### src/rtl/fibonacci_stream_pkg.sv
// fibonacci_stream_pkg: shared state encoding and sizing helpers for the Fibonacci stream generator.
package fibonacci_stream_pkg;
  typedef enum logic [1:0] {ST_IDLE, ST_RUN, ST_FINISH} state_t;
  function automatic int cnt_bits(input int n);
    return (n > 1) ? $clog2(n) : 1;
  endfunction
endpackage

### src/rtl/fibonacci_stream_if.sv
// fibonacci_stream_if: valid/ready term stream carrying the term value and its 0-based index.
interface fibonacci_stream_if #(
  parameter int WIDTH = 16,
  parameter int CNT_W = 8
);
  logic [WIDTH-1:0] out_data;
  logic [CNT_W-1:0] out_index;
  logic             out_valid;
  logic             out_ready;
  modport master (output out_data, output out_index, output out_valid, input out_ready);
  modport slave (input out_data, input out_index, input out_valid, output out_ready);
endinterface

### src/rtl/fibonacci_stream_clk_division.sv
// clk_division: one-cycle clken every DECIMATION cycles, first pulse DECIMATION-1 cycles after rst.
module clk_division
  import fibonacci_stream_pkg::*;
#(
  parameter int DECIMATION = 16
) (
  input  logic clk,
  input  logic rst,
  output logic clken
);
  localparam int CW = cnt_bits(DECIMATION);
  localparam logic [CW-1:0] LAST = CW'(DECIMATION - 1);
  logic [CW-1:0] cnt_q, cnt_d;
  assign clken = cnt_q == LAST;
  always_comb cnt_d = clken ? '0 : cnt_q + 1'b1;
  always_ff @(posedge clk) cnt_q <= rst ? '0 : cnt_d;
endmodule

### src/rtl/fibonacci_stream.sv
// fibonacci_stream: programmable-length, run-time-seeded Fibonacci-type sequence on a valid/ready stream.
module fibonacci_stream
  import fibonacci_stream_pkg::*;
#(
  parameter int WIDTH      = 16,
  parameter int CNT_W      = 8,
  parameter int DECIMATION = 16
) (
  input  logic                 clk,
  input  logic                 reset,
  input  logic                 start,
  input  logic                 stop,
  input  logic [WIDTH-1:0]     seed_a,
  input  logic [WIDTH-1:0]     seed_b,
  input  logic [CNT_W-1:0]     num_terms,
  input  logic                 mode_stop,
  fibonacci_stream_if.master   out,
  output logic                 busy,
  output logic                 done,
  output logic                 overflow
);
  state_t           state_q, state_d;
  logic [WIDTH-1:0] a_q, a_d, b_q, b_d, data_q, data_d;
  logic [CNT_W-1:0] idx_q, idx_d, n_q, n_d, index_q, index_d;
  logic             bovf_q, bovf_d, mode_q, mode_d, valid_q, valid_d, ovf_q, ovf_d;
  logic [WIDTH:0]   sum;
  logic             tick, start_acc, accept, last;
  assign start_acc = state_q == ST_IDLE && start && !stop;
  // Divider restarts on an accepted start so the first term lands DECIMATION cycles later.
  clk_division #(.DECIMATION(DECIMATION)) u_div (
    .clk   (clk),
    .rst   (reset | start_acc),
    .clken (tick)
  );
  assign sum    = {1'b0, a_q} + {1'b0, b_q};
  assign accept = valid_q && out.out_ready;
  assign last   = accept && index_q == n_q - 1'b1;
  always_comb begin
    state_d = state_q;
    a_d     = a_q;
    b_d     = b_q;
    bovf_d  = bovf_q;
    idx_d   = idx_q;
    n_d     = n_q;
    mode_d  = mode_q;
    data_d  = data_q;
    index_d = index_q;
    valid_d = valid_q;
    ovf_d   = ovf_q;
    case (state_q)
      ST_IDLE: begin
        valid_d = 1'b0;
        if (start_acc) begin
          a_d     = seed_a;
          b_d     = seed_b;
          bovf_d  = 1'b0;
          idx_d   = '0;
          ovf_d   = 1'b0;
          n_d     = num_terms;
          mode_d  = mode_stop;
          state_d = num_terms == '0 ? ST_FINISH : ST_RUN;
        end
      end
      ST_RUN: begin
        if (stop) begin
          valid_d = 1'b0;
          state_d = ST_IDLE;
        end else if (last) begin
          valid_d = 1'b0;
          state_d = ST_FINISH;
        end else if (tick && (!valid_q || accept)) begin
          // A term built from a carried sum is withheld entirely in stop mode.
          if (mode_q && bovf_q) begin
            ovf_d   = 1'b1;
            valid_d = 1'b0;
            state_d = ST_FINISH;
          end else begin
            data_d  = b_q;
            index_d = idx_q;
            valid_d = 1'b1;
            ovf_d   = ovf_q | bovf_q;
            a_d     = b_q;
            b_d     = sum[WIDTH-1:0];
            bovf_d  = sum[WIDTH];
            idx_d   = idx_q + 1'b1;
          end
        end else if (accept) begin
          valid_d = 1'b0;
        end
      end
      default: begin
        valid_d = 1'b0;
        state_d = ST_IDLE;
      end
    endcase
  end
  always_ff @(posedge clk) begin
    if (reset) begin
      state_q <= ST_IDLE;
      a_q     <= '0;
      b_q     <= '0;
      bovf_q  <= 1'b0;
      idx_q   <= '0;
      n_q     <= '0;
      mode_q  <= 1'b0;
      data_q  <= '0;
      index_q <= '0;
      valid_q <= 1'b0;
      ovf_q   <= 1'b0;
    end else begin
      state_q <= state_d;
      a_q     <= a_d;
      b_q     <= b_d;
      bovf_q  <= bovf_d;
      idx_q   <= idx_d;
      n_q     <= n_d;
      mode_q  <= mode_d;
      data_q  <= data_d;
      index_q <= index_d;
      valid_q <= valid_d;
      ovf_q   <= ovf_d;
    end
  end
  assign out.out_data  = data_q;
  assign out.out_index = index_q;
  assign out.out_valid = valid_q;
  assign busy          = state_q != ST_IDLE;
  assign done          = state_q == ST_FINISH;
  assign overflow      = ovf_q;
endmodule

### src/flat_wrapper.sv
// flat-port wrapper written by rule: the top's interface ports become plain ports
module fibonacci_stream_flat import fibonacci_stream_pkg::*;
#(
  parameter int WIDTH      = 16,
  parameter int CNT_W      = 8,
  parameter int DECIMATION = 16
)
  (clk, reset, start, stop, seed_a, seed_b, num_terms, mode_stop, busy, done, overflow, out_out_data, out_out_index, out_out_valid, out_out_ready);
  fibonacci_stream_if #(.WIDTH(WIDTH), .CNT_W(CNT_W)) out_i ();
  input  logic clk;
  input  logic reset;
  input  logic start;
  input  logic stop;
  input  logic [WIDTH-1:0] seed_a;
  input  logic [WIDTH-1:0] seed_b;
  input  logic [CNT_W-1:0] num_terms;
  input  logic mode_stop;
  output logic busy;
  output logic done;
  output logic overflow;
  output wire logic [$bits(out_i.out_data)-1:0] out_out_data;
  output wire logic [$bits(out_i.out_index)-1:0] out_out_index;
  output wire logic [$bits(out_i.out_valid)-1:0] out_out_valid;
  input wire logic [$bits(out_i.out_ready)-1:0] out_out_ready;
  assign out_out_data = out_i.out_data;
  assign out_out_index = out_i.out_index;
  assign out_out_valid = out_i.out_valid;
  assign out_i.out_ready = out_out_ready;
  fibonacci_stream #(.WIDTH(WIDTH), .CNT_W(CNT_W), .DECIMATION(DECIMATION)) u_core (.clk(clk), .reset(reset), .start(start), .stop(stop), .seed_a(seed_a), .seed_b(seed_b), .num_terms(num_terms), .mode_stop(mode_stop), .out(out_i), .busy(busy), .done(done), .overflow(overflow));
endmodule
### config.mk
export PLATFORM = sky130hd
export DESIGN_NAME = fibonacci_stream_flat
export DESIGN_NICKNAME = d
export VERILOG_FILES = /design/src/rtl/fibonacci_stream_pkg.sv /design/src/rtl/fibonacci_stream_if.sv /design/src/rtl/fibonacci_stream_clk_division.sv /design/src/rtl/fibonacci_stream.sv /design/src/flat_wrapper.sv
export SDC_FILE = /design/constraint.sdc
export NUM_CORES = 1
export LEC_CHECK = 0
export BUFFER_PORTS_ARGS = -buffer_cell sky130_fd_sc_hd__clkbuf_2
export CORE_UTILIZATION = 40
export DETAILED_ROUTE_END_ITERATION = 8
export PLACE_DENSITY = 0.7
export SYNTH_ARGS = -nofsm -noshare
export SYNTH_HDL_FRONTEND = slang
export SYNTH_HIERARCHICAL = 1
export SYNTH_SLANG_ARGS = --single-unit
### constraint.sdc
create_clock -name clk -period 7.6 [get_ports clk]
set_clock_uncertainty 0.05 [all_clocks]
set_input_delay 1.9 -clock clk [delete_from_list [all_inputs] [get_ports clk]]
set_output_delay 1.9 -clock clk [all_outputs]
set_load 0.01 [all_outputs]
==> out/qor.yml, run 1 <==
status: "completed"
vias: 3830
drc: 0
synth_area_leader_cell: "dfxtp_1"
clkPwrFrac_pct: 36.0
grt-ovfl-total: 0
dpl.cell_count: 662
path_cells: "clkbuf_2 -> nand2b_1 -> a41oi_1 -> nor3_1 -> o31a_4 -> nand4_2 -> or4_1 -> a21oi_1"
drtAntennaViolNets: 0
holdCritPathClass: "flop to flop"
first_global_vias: 3704
p_total_w: 0.000879
final_hold_viol_count: 0
min_from: "u_core/overflow$_SDFFE_PP0P_"
gp_congestion: 0.849
rows: 37
cts_hold_buf: 0
ctsResizeCount: 0
rsz0062_at_grt: "no"
synth_adder_area_share_pct: 6.09
p_comb_share_pct: 12.3
ys_seq_area_share_pct: 38.8
synth_compound_area_share_pct: 21.8
synth.top_cell.area_share_pct: 38.8
fin_crit_ns: 3.57
synth-edff-count: 0
tns_ns: 0
yosys-top-cells-area: "dfxtp_1, ha_1, nor2_1, a21oi_1, a222oi_1"
dpl-instance-area_sq_mm: 0.00466
critPathSlowestCell: "or4_1"
synth_top_family_by_area: "compound AO/OA/AOI/OAI gates"
cp.arrival_ns: 3.81
tritoncts: "yes"
post-route-util_pct: 47.2
path_clk_slew_ns: 0.08
via_per_inst: 5.66
cts_made_buffers: 9
synth-main-ff-cell: "dfxtp_1"
fill_cells: 1018
wl_mm: 10.5
synthSimpleGateAreaFrac_pct: 18.4
period_share_pct: 47.0
slowest_delay_ns: 0.51
cts_num_sinks: 82
yosys_warnings: 6
root_buffer: "clkbuf_8"
leakagePower_nw: 1.92
tightest_slew_ns: 0.748
p_per_area_mw_per_mm2: 181
ys_seq_elements: 82
synthesis.instances: 475
ir_drop_uv: 117
drt_iter0_markers: 281
dpl.hpwl_mm: 7.51
clk_latency_ns: 0.36
chipWidth_um: 105
dr.pass1.iters: 8
clk_path_buf_depth: 2
final_cells: 677
slew_headroom_pct: 50.1
p_int_w: 0.000646
drv_cap: 0
core-area_sq_mm: 0.0103
portBuffers: 73
wl_per_cell_um: 15.5
cp-start-kind: "primary input"
antenna_found_initial: 0
crit_path_end_kind: "flop"
nets: 603
startpoint: "out_out_ready"
grt_use_total_pct: 19.4
grt_pass1_wl_mm: 17.2
p_sw_share_pct: 26.6
reg2reg_from: "u_core/n_q[0]$_SDFFE_PP0P_"
cts_max_level: 3
areaGrowthSynthToFinish_pct: 14.6
netlist_area_sq_mm: 0.00423
worstPathMaxFanout: 6
ios: 74
setup_violations: 0
seqPwrFrac_pct: 51.7
synth.distinct_cells: 63
final_design_area_no_fill_sq_mm: 0.00485
grt_max_degree: 74
synth_async_sr_flop_share_pct: 0
synth_xor_area_share_pct: 5.74
insertedDiodeCount: 0
cts_setup_buffers: 0
drive_gt1_share_pct: 20.0
dieArea_sq_mm: 0.0110
slew_violations: 0
critical_path_class: "primary input to flop"
syn_avg_cell_area_sq_um: 8.91
power_switching_w: 0.000234
synthMuxAreaShare_pct: 4.73
die_y_um: 105
initial_core_util_pct: 41.2
clock.fmax_mhz: 280
worst_ep_required_time_ns: 7.83
synth_nets: 541
==> cells in the mapped netlist, drive strengths merged (2+ instances only) <==
| cell type | number |
|---|---|
| or4 | 3 |
| a21o | 4 |
| nand4 | 4 |
| o31ai | 3 |
| nand3 | 8 |
| nor3 | 8 |
| dfxtp | 82 |
| a21oi | 45 |
| a31oi | 6 |
| nor2 | 61 |
| a22oi | 7 |
| o21bai | 2 |
| mux2i | 20 |
| or2 | 2 |
| and3 | 4 |
| xnor2 | 14 |
| xor2 | 11 |
| nand2 | 44 |
| nor2b | 4 |
| o21a | 5 |
| nor4 | 4 |
| o31a | 2 |
| buf | 8 |
| o2111ai | 4 |
| nor3b | 4 |
| or3 | 4 |
| o21ai | 17 |
| ha | 19 |
| a211oi | 4 |
| clkbuf | 17 |
| a222oi | 22 |
| nand2b | 4 |
| inv | 14 |
==> per-stage QoR <==
step           hold slack (ns)  setup slack, ns
5_1_grt                  0.458             3.90
3_3_place_gp             0.401             3.74
6_report                 0.414             4.03
3_5_place_dp             0.403             3.69
2_1_floorplan            0.387             3.98
4_1_cts                  0.416             4.07
==> flip-flops by register name (all words and copies together) (netlist names) <==
register              cells
u_core/state_q            2
u_core/u_div/cnt_q        4
u_core/n_q                8
u_core/idx_q              8
u_core/out.out_index      8
u_core/out.out_data      16
u_core/overflow           1
u_core/out.out_valid      1
u_core/bovf_q             1
u_core/b_q               16
u_core/a_q               16
u_core/mode_q             1
==> cell usage in the layout, fill, tap and decap left out, drive strengths merged, types with 2 or more instances in the layout <==
cell type / instances
nand4: 4
nor3b: 4
xnor2: 14
clkbuf: 83
a211oi: 4
o31ai: 3
a222oi: 22
nor2b: 4
o21a: 5
nand2: 44
a31oi: 6
and3: 4
a21o: 4
clkinvlp: 2
mux2i: 20
a22oi: 7
or2: 2
nor4: 4
clkinv: 2
or3: 4
o21bai: 2
nand3: 8
o21ai: 17
nand2b: 4
nor3: 8
o31a: 2
buf: 3
inv: 14
nor2: 61
o2111ai: 4
xor2: 11
or4: 3
dfxtp: 82
ha: 19
a21oi: 45
==> worst paths after layout <==
| kind | cells after the start | slack (ns) | to |
|---|---|---|---|
| min | 2 | 0.41 | u_core/overflow$_SDFFE_PP0P_ |
| min reg2reg | 2 | 0.41 | u_core/overflow$_SDFFE_PP0P_ |
| max | 8 | 4.03 | u_core/idx_q[7]$_SDFFE_PP0P_ |
| max reg2reg | 9 | 4.60 | u_core/out.out_data[1]$_SDFFE_PP0P_ |
==> critical path, delay by kind of cell <==
family | cells | cell delay (ns)
AO/OA/AOI/OAI | 3 | 0.56
buffers and inverters | 1 | 0.10
AND/OR/NAND/NOR | 4 | 1.24
==> final cells by class <==
| class | count | area (sq um) | share of cell area [%] |
|---|---|---|---|
| multi-input combinational | 354 | 2400 | 49.6 |
| sequential | 82 | 1640 | 33.8 |
| timing repair buffer | 76 | 388 | 8.00 |
| tap | 136 | 170 | 3.51 |
| clock buffer | 10 | 138 | 2.84 |
| clock inverter | 5 | 55.1 | 1.14 |
| inverter | 14 | 52.6 | 1.08 |
==> power by group through the flow <==
| stage | clock network, W | registers [W] | logic [W] |
|---|---|---|---|
| 2_1_floorplan | 0 | 0.000460 | 0.0000776 |
| 3_3_place_gp | 0 | 0.000463 | 0.000103 |
| 3_5_place_dp | 0 | 0.000464 | 0.000107 |
| 4_1_cts | 0.000329 | 0.000454 | 0.000108 |
| 5_1_grt | 0.000347 | 0.000456 | 0.000119 |
| 6_report | 0.000317 | 0.000454 | 0.000108 |
==> logic make-up (layout without fill, tap and decap cells) <==
logic type	Yosys count	count (layout)
AND/OR/NAND/NOR	160	160
buffers and inverters	39	105
adder cells (fa/ha/maj)	20	20
multiplexers	20	20
AO/OA/AOI/OAI	128	128
flip-flops	82	82
XOR/XNOR	26	26
==> routing by layer <==
| metal | routed length (um) | global-route usage, % |
|---|---|---|
| met1 | 4570 | 22.9 |
| met2 | 5110 | 33.5 |
| met3 | 554 | 4.05 |
| met4 | 220 | 9.46 |
| met5 | 0 | 0 |
Power figures use the tool's default switching activity.
==> run 2, diff against run 1 <==
--- a/config.mk
+++ b/config.mk
@@ -5,10 +5,11 @@
 export SDC_FILE = /design/constraint.sdc
 export NUM_CORES = 1
 export LEC_CHECK = 0
+export ABC_AREA = 1
 export BUFFER_PORTS_ARGS = -buffer_cell sky130_fd_sc_hd__clkbuf_2
 export CORE_UTILIZATION = 40
 export DETAILED_ROUTE_END_ITERATION = 8
-export PLACE_DENSITY = 0.7
+export PLACE_DENSITY = 0.72
 export SYNTH_ARGS = -nofsm -noshare
 export SYNTH_HDL_FRONTEND = slang
 export SYNTH_HIERARCHICAL = 1
==> constraint.sdc (replaced) <==
create_clock -name clk -period 3.1 [get_ports clk]
set_clock_uncertainty 0.05 [all_clocks]
set_input_delay 0.775 -clock clk [delete_from_list [all_inputs] [get_ports clk]]
set_output_delay 0.775 -clock clk [all_outputs]
set_load 0.01 [all_outputs]
==> out/qor.yml, run 2 <==
wl_per_cell_um: 12.7
first_global_vias: 4514
critical_path_class: "flop to flop"
ios: 74
drtAntennaViolNets: 0
tns_ns: 0
cts_setup_buffers: 0
final_common_cell: "nand2_1"
synth.most_common_cell: "nand2_1"
dieArea_sq_mm: 0.0128
cts_made_buffers: 9
grt_max_degree: 44
cp-start-kind: "flop"
clk_path_buf_depth: 2
dpl.cell_count: 980
cts_num_sinks: 82
clk_latency_ns: 0.34
synth_common_cells: "nand2_1, inv_1, a21oi_1"
die_y_um: 113
p_sw_share_pct: 27.8
chipWidth_um: 113
clock.fmax_mhz: 393
fin_crit_ns: 2.55
core-area_sq_mm: 0.0121
initial_core_util_pct: 41.0
rows: 40
areaGrowthSynthToFinish_pct: 15.5
holdCritPathClass: "flop to flop"
via_per_inst: 5.04
clkPwrFrac_pct: 41.4
final_cells: 996
synth_async_sr_flop_share_pct: 0
dpl.hpwl_mm: 9.18
cts_max_level: 3
leakagePower_nw: 2.64
cts_hold_buf: 0
synth_top_family_by_area: "simple AND/OR/NAND/NOR gates"
grt_pass1_wl_mm: 21.2
seqPwrFrac_pct: 44.0
synth_nets: 832
drive_gt1_share_pct: 14.1
synth.top_cell.area_share_pct: 33.2
synth-main-ff-cell: "dfxtp_1"
grt_use_total_pct: 20.6
ys_seq_area_share_pct: 33.2
wl_mm: 12.7
ys_seq_elements: 82
syn_avg_cell_area_sq_um: 6.46
crit_path_end_kind: "flop"
ir_drop_uv: 211
vias: 5015
netlist_area_sq_mm: 0.00495
tritoncts: "yes"
synth_adder_area_share_pct: 5.21
portBuffers: 73
dr.pass1.iters: 5
synth-edff-count: 0
gp_congestion: 0.869
synthMuxAreaShare_pct: 0
grt-ovfl-total: 0
path_clk_slew_ns: 0.07
p_total_w: 0.00258
root_buffer: "clkbuf_16"
drt_iter0_markers: 418
rsz0062_at_grt: "no"
final_hold_viol_count: 0
worst_ep_required_time_ns: 3.32
synth_area_leader_cell: "dfxtp_1"
post-route-util_pct: 47.4
tightest_slew_ns: 0.457
yosys_warnings: 6
nets: 889
cp.arrival_ns: 2.77
synthesis.instances: 766
antenna_found_initial: 0
slew_headroom_pct: 69.4
synth_compound_area_share_pct: 13.4
p_comb_share_pct: 14.7
synthSimpleGateAreaFrac_pct: 35.2
synth.distinct_cells: 37
layout_common_cells: "nand2_1, inv_1, a21oi_1"
power_switching_w: 0.000715
slew_violations: 0
period_share_pct: 82.1
insertedDiodeCount: 0
drv_cap: 0
yosys-top-cells-area: "dfxtp_1, nand2_1, a21oi_1, inv_1, nand4_1"
drc: 0
ctsResizeCount: 0
p_per_area_mw_per_mm2: 450
worstPathMaxFanout: 35
p_int_w: 0.00186
status: "completed"
synth_xor_area_share_pct: 2.30
whs_ns: 0.395
setup_violations: 0
[run 2: kinds of logic (layout without fill, tap and decap cells)]
| logic type | after synthesis | in the layout |
|---|---|---|
| AOI/OAI and AO/OA | 128 | 128 |
| and+or+nand+nor | 395 | 395 |
| adders and majority gates | 20 | 20 |
| DFF | 82 | 82 |
| xor gates and xnor gates | 13 | 13 |
| buffers and inverters | 128 | 190 |
[run 2: layer usage]
metal  vias to the layer above  share of wire (%)  track usage, %
met5                         -                  0               0
met4                         0                1.9            8.33
met3                        19                4.2            2.68
met2                       125                 46            33.5
met1                      2253                 48            27.7
li1                       2618                  -               -
[run 2: critical path, stage by stage (launching register included)]
cell and delay (ns):
dfxtp_1 0.41, inv_2 0.09, ha_1 0.31, nor2_1 0.04
nor2_1 0.09, nand3_1 0.08, nor2_1 0.12, nand3_1 0.13
nor2_4 0.13, nand2_2 0.11, nand3_2 0.23, buf_4 0.36
o21ai_0 0.17, a21oi_1 0.15
[run 2: path summary, 6_finish.rpt]
path | startpoint | end | slack, ns | cells past startpoint
setup / recovery | u_core/n_q[0]$_SDFFE_PP0P_ | u_core/out.out_index[2]$_SDFFE_PP0P_ | 0.55 | 13
hold / removal | u_core/out.out_data[0]$_SDFFE_PP0P_ | u_core/out.out_data[0]$_SDFFE_PP0P_ | 0.39 | 2
setup reg to reg | u_core/n_q[0]$_SDFFE_PP0P_ | u_core/out.out_index[2]$_SDFFE_PP0P_ | 0.55 | 13
hold reg to reg | u_core/out.out_data[0]$_SDFFE_PP0P_ | u_core/out.out_data[0]$_SDFFE_PP0P_ | 0.39 | 2
[run 2: area by class of cell]
cell class | count | area [sq um]
fill | 1245 | 6340
clock buffer | 10 | 229
clock inverter | 6 | 66.3
sequential | 82 | 1640
timing repair buffer | 83 | 453
inverter | 91 | 342
multi-input combinational | 556 | 2780
tap | 168 | 210
[run 2: metrics by stage]
stage	area, sq um	worst slack, ns
after floorplan	4950	1.11
after global placement	5420	0.484
after detailed placement	5420	0.458
after CTS	5720	0.540
after global routing	5720	0.309
final	5720	0.554
[run 2: power groups by stage]
stage          combinational, W  sequential [W]  clock, W
6_report               0.000378         0.00113   0.00107
4_1_cts                0.000376         0.00113   0.00109
3_3_place_gp           0.000373         0.00115         0
5_1_grt                0.000431         0.00114   0.00113
2_1_floorplan          0.000279         0.00114         0
3_5_place_dp           0.000375         0.00115         0
==> run 3, diff against run 2 <==
--- a/config.mk
+++ b/config.mk
@@ -5,11 +5,11 @@
 export SDC_FILE = /design/constraint.sdc
 export NUM_CORES = 1
 export LEC_CHECK = 0
-export ABC_AREA = 1
+export ABC_AREA = 0
 export BUFFER_PORTS_ARGS = -buffer_cell sky130_fd_sc_hd__clkbuf_2
 export CORE_UTILIZATION = 40
 export DETAILED_ROUTE_END_ITERATION = 8
-export PLACE_DENSITY = 0.72
+export PLACE_DENSITY = 0.73
 export SYNTH_ARGS = -nofsm -noshare
 export SYNTH_HDL_FRONTEND = slang
 export SYNTH_HIERARCHICAL = 1
==> constraint.sdc (replaced) <==
create_clock -name clk -period 2.1 [get_ports clk]
set_clock_uncertainty 0.05 [all_clocks]
set_input_delay 0.525 -clock clk [delete_from_list [all_inputs] [get_ports clk]]
set_output_delay 0.525 -clock clk [all_outputs]
set_load 0.01 [all_outputs]
==> out/qor.yml, run 3 (synthesis gave the netlist of run 1 again) <==
status: "finished with violations"
violations: "negative setup slack"
ios: 74
clkPwrFrac_pct: 35.8
root_buffer: "clkbuf_8"
worstHoldEndpoint: "u_core/mode_q$_SDFFE_PP0P_"
first_global_vias: 4119
r2r_slack_ns: -0.32
ir_drop_uv: 328
path_clk_slew_ns: 0.09
dr.pass1.iters: 6
p_sw_share_pct: 26.8
core-area_sq_mm: 0.0103
whs_ns: 0.338
portBuffers: 73
drv_cap: 0
critical_path.reg2reg.endpoint: "u_core/out.out_data[3]$_SDFFE_PP0P_"
crit_path_end_kind: "flop"
grt_max_degree: 34
grt_use_total_pct: 21.1
min_from: "mode_stop"
worstHoldPathCells: 3
cp-start-kind: "flop"
worstPathMaxFanout: 17
tightest_slew_ns: 0.488
leakagePower_nw: 2.34
antenna_found_initial: 0
setup_ws_ns: -0.320
wl_per_cell_um: 15.5
power_switching_w: 0.000905
drt_iter0_markers: 294
die_y_um: 105
chipWidth_um: 105
clock.fmax_mhz: 413
critical_path_class: "flop to flop"
clk_latency_ns: 0.36
rows: 37
period_share_pct: 115
final_hold_viol_count: 0
cts_max_level: 3
drtAntennaViolNets: 0
cts_made_buffers: 9
holdCritPathClass: "primary input to flop"
clk_path_buf_depth: 2
seqPwrFrac_pct: 48.7
cts_hold_buf: 0
initial_core_util_pct: 41.2
via_per_inst: 5.49
vias: 4080
dieArea_sq_mm: 0.0110
rsz0062_at_grt: "yes"
cp.arrival_ns: 2.62
p_per_area_mw_per_mm2: 594
worst_ep_required_time_ns: 2.30
insertedDiodeCount: 0
layout_common_cells: "clkbuf_2, dfxtp_1, nor2_1"
nets: 668
gp_congestion: 0.857
dpl.hpwl_mm: 8.22
p_comb_share_pct: 15.6
final_common_cell: "clkbuf_2"
setup_violations: 65
wl_mm: 11.5
worst_r2r_path_depth: 10
grt-ovfl-total: 0
drc: 0
drive_gt1_share_pct: 35.1
post-route-util_pct: 55.2
slew_violations: 0
slew_headroom_pct: 67.2
p_int_w: 0.00247
tritoncts: "yes"
tns_ns: -14.45
cts_num_sinks: 82
grt_pass1_wl_mm: 19.0
fin_crit_ns: 2.42
reg2reg_from: "u_core/n_q[0]$_SDFFE_PP0P_"
fill_cells: 929
areaGrowthSynthToFinish_pct: 34.1
-- run 3: changes by cell type in the layout (fill, tap and decap cells not counted), sizes merged, moves of 20 or more --
cell / previous run / this run
nand4: 47 / 4
a21oi: 83 / 45
nand3: 44 / 8
nand2: 239 / 44
buf: 10 / 66
mux2i: 0 / 20
a222oi: 0 / 22
o21ai: 40 / 17
inv: 91 / 14
-- run 3: power groups by stage --
stage	Clock (W)	Combinational (W)	Sequential, W
after CTS	0.00122	0.000500	0.00164
after global routing	0.00129	0.000572	0.00165
after global placement	0	0.000467	0.00167
after floorplan	0	0.000292	0.00167
final	0.00121	0.000525	0.00164
after detailed placement	0	0.000485	0.00167
-- run 3: worst max path at each step --
stage                                     from                                   end  slack [ns]  depth (start not counted)
detailed placement  u_core/n_q[1]$_SDFFE_PP0P_           u_core/a_q[15]$_SDFFE_PP0P_       -0.33                         10
global route        u_core/b_q[0]$_SDFFE_PP0P_           u_core/b_q[14]$_SDFFE_PP0P_       -0.43                         10
finish              u_core/n_q[0]$_SDFFE_PP0P_   u_core/out.out_data[3]$_SDFFE_PP0P_       -0.32                         10
floorplan           u_core/n_q[0]$_SDFFE_PP0P_  u_core/out.out_index[4]$_SDFFE_PP0P_       -0.21                         11
CTS                 u_core/n_q[0]$_SDFFE_PP0P_   u_core/out.out_data[3]$_SDFFE_PP0P_       -0.28                         10
global placement    u_core/a_q[1]$_SDFFE_PP0P_           u_core/b_q[15]$_SDFFE_PP0P_       -0.23                          8
-- run 3: worst max-delay path, cell delays in order, from the launching register on --
cell,delay [ns]
dfxtp_2,0.35
inv_2,0.05
ha_4,0.15
nor3b_4,0.16
and3_4,0.19
o2111a_2,0.29
a2111oi_4,0.31
and2b_4,0.30
buf_12,0.18
mux2i_1,0.22
nor2_1,0.06
-- run 3: per-stage QoR --
step	cell area (sq um)	power, W	cells	worst slack (ns)
floorplan	4320	0.00196	475	-0.205
global placement	5250	0.00214	720	-0.228
detailed placement	5250	0.00216	720	-0.334
CTS	5550	0.00336	738	-0.277
global route	5680	0.00351	743	-0.429
finish	5680	0.00337	743	-0.320
-- run 3: area by class of cell --
cell class | instances | area, sq um | share of cell area (%)
Tap cell | 136 | 170 | 3.00
Clock buffer | 12 | 155 | 2.73
Clock inverter | 4 | 50.0 | 0.882
Inverter | 14 | 52.6 | 0.926
Timing Repair Buffer | 141 | 997 | 17.6
Multi-Input combinational cell | 354 | 2590 | 45.7
Sequential cell | 82 | 1660 | 29.2
-- run 3: repair_timing --
action	4_1_cts	5_1_grt
cloned	0	3
setup endpoints to repair	65	67
pin swaps	16	12
setup buffers	2	2
resized for setup	20	13
-- run 3: routing by layer --
metal  global-route usage (%)  routed length, um  share of wire (%)  up-vias
li1                         -                  -                  -     1997
met1                     24.7               4960                 43     1964
met2                     38.0               5880                 51      101
met3                     3.93                468                4.1       18
met4                     8.45                201                1.7        0
met5                        0                  0                  0        -
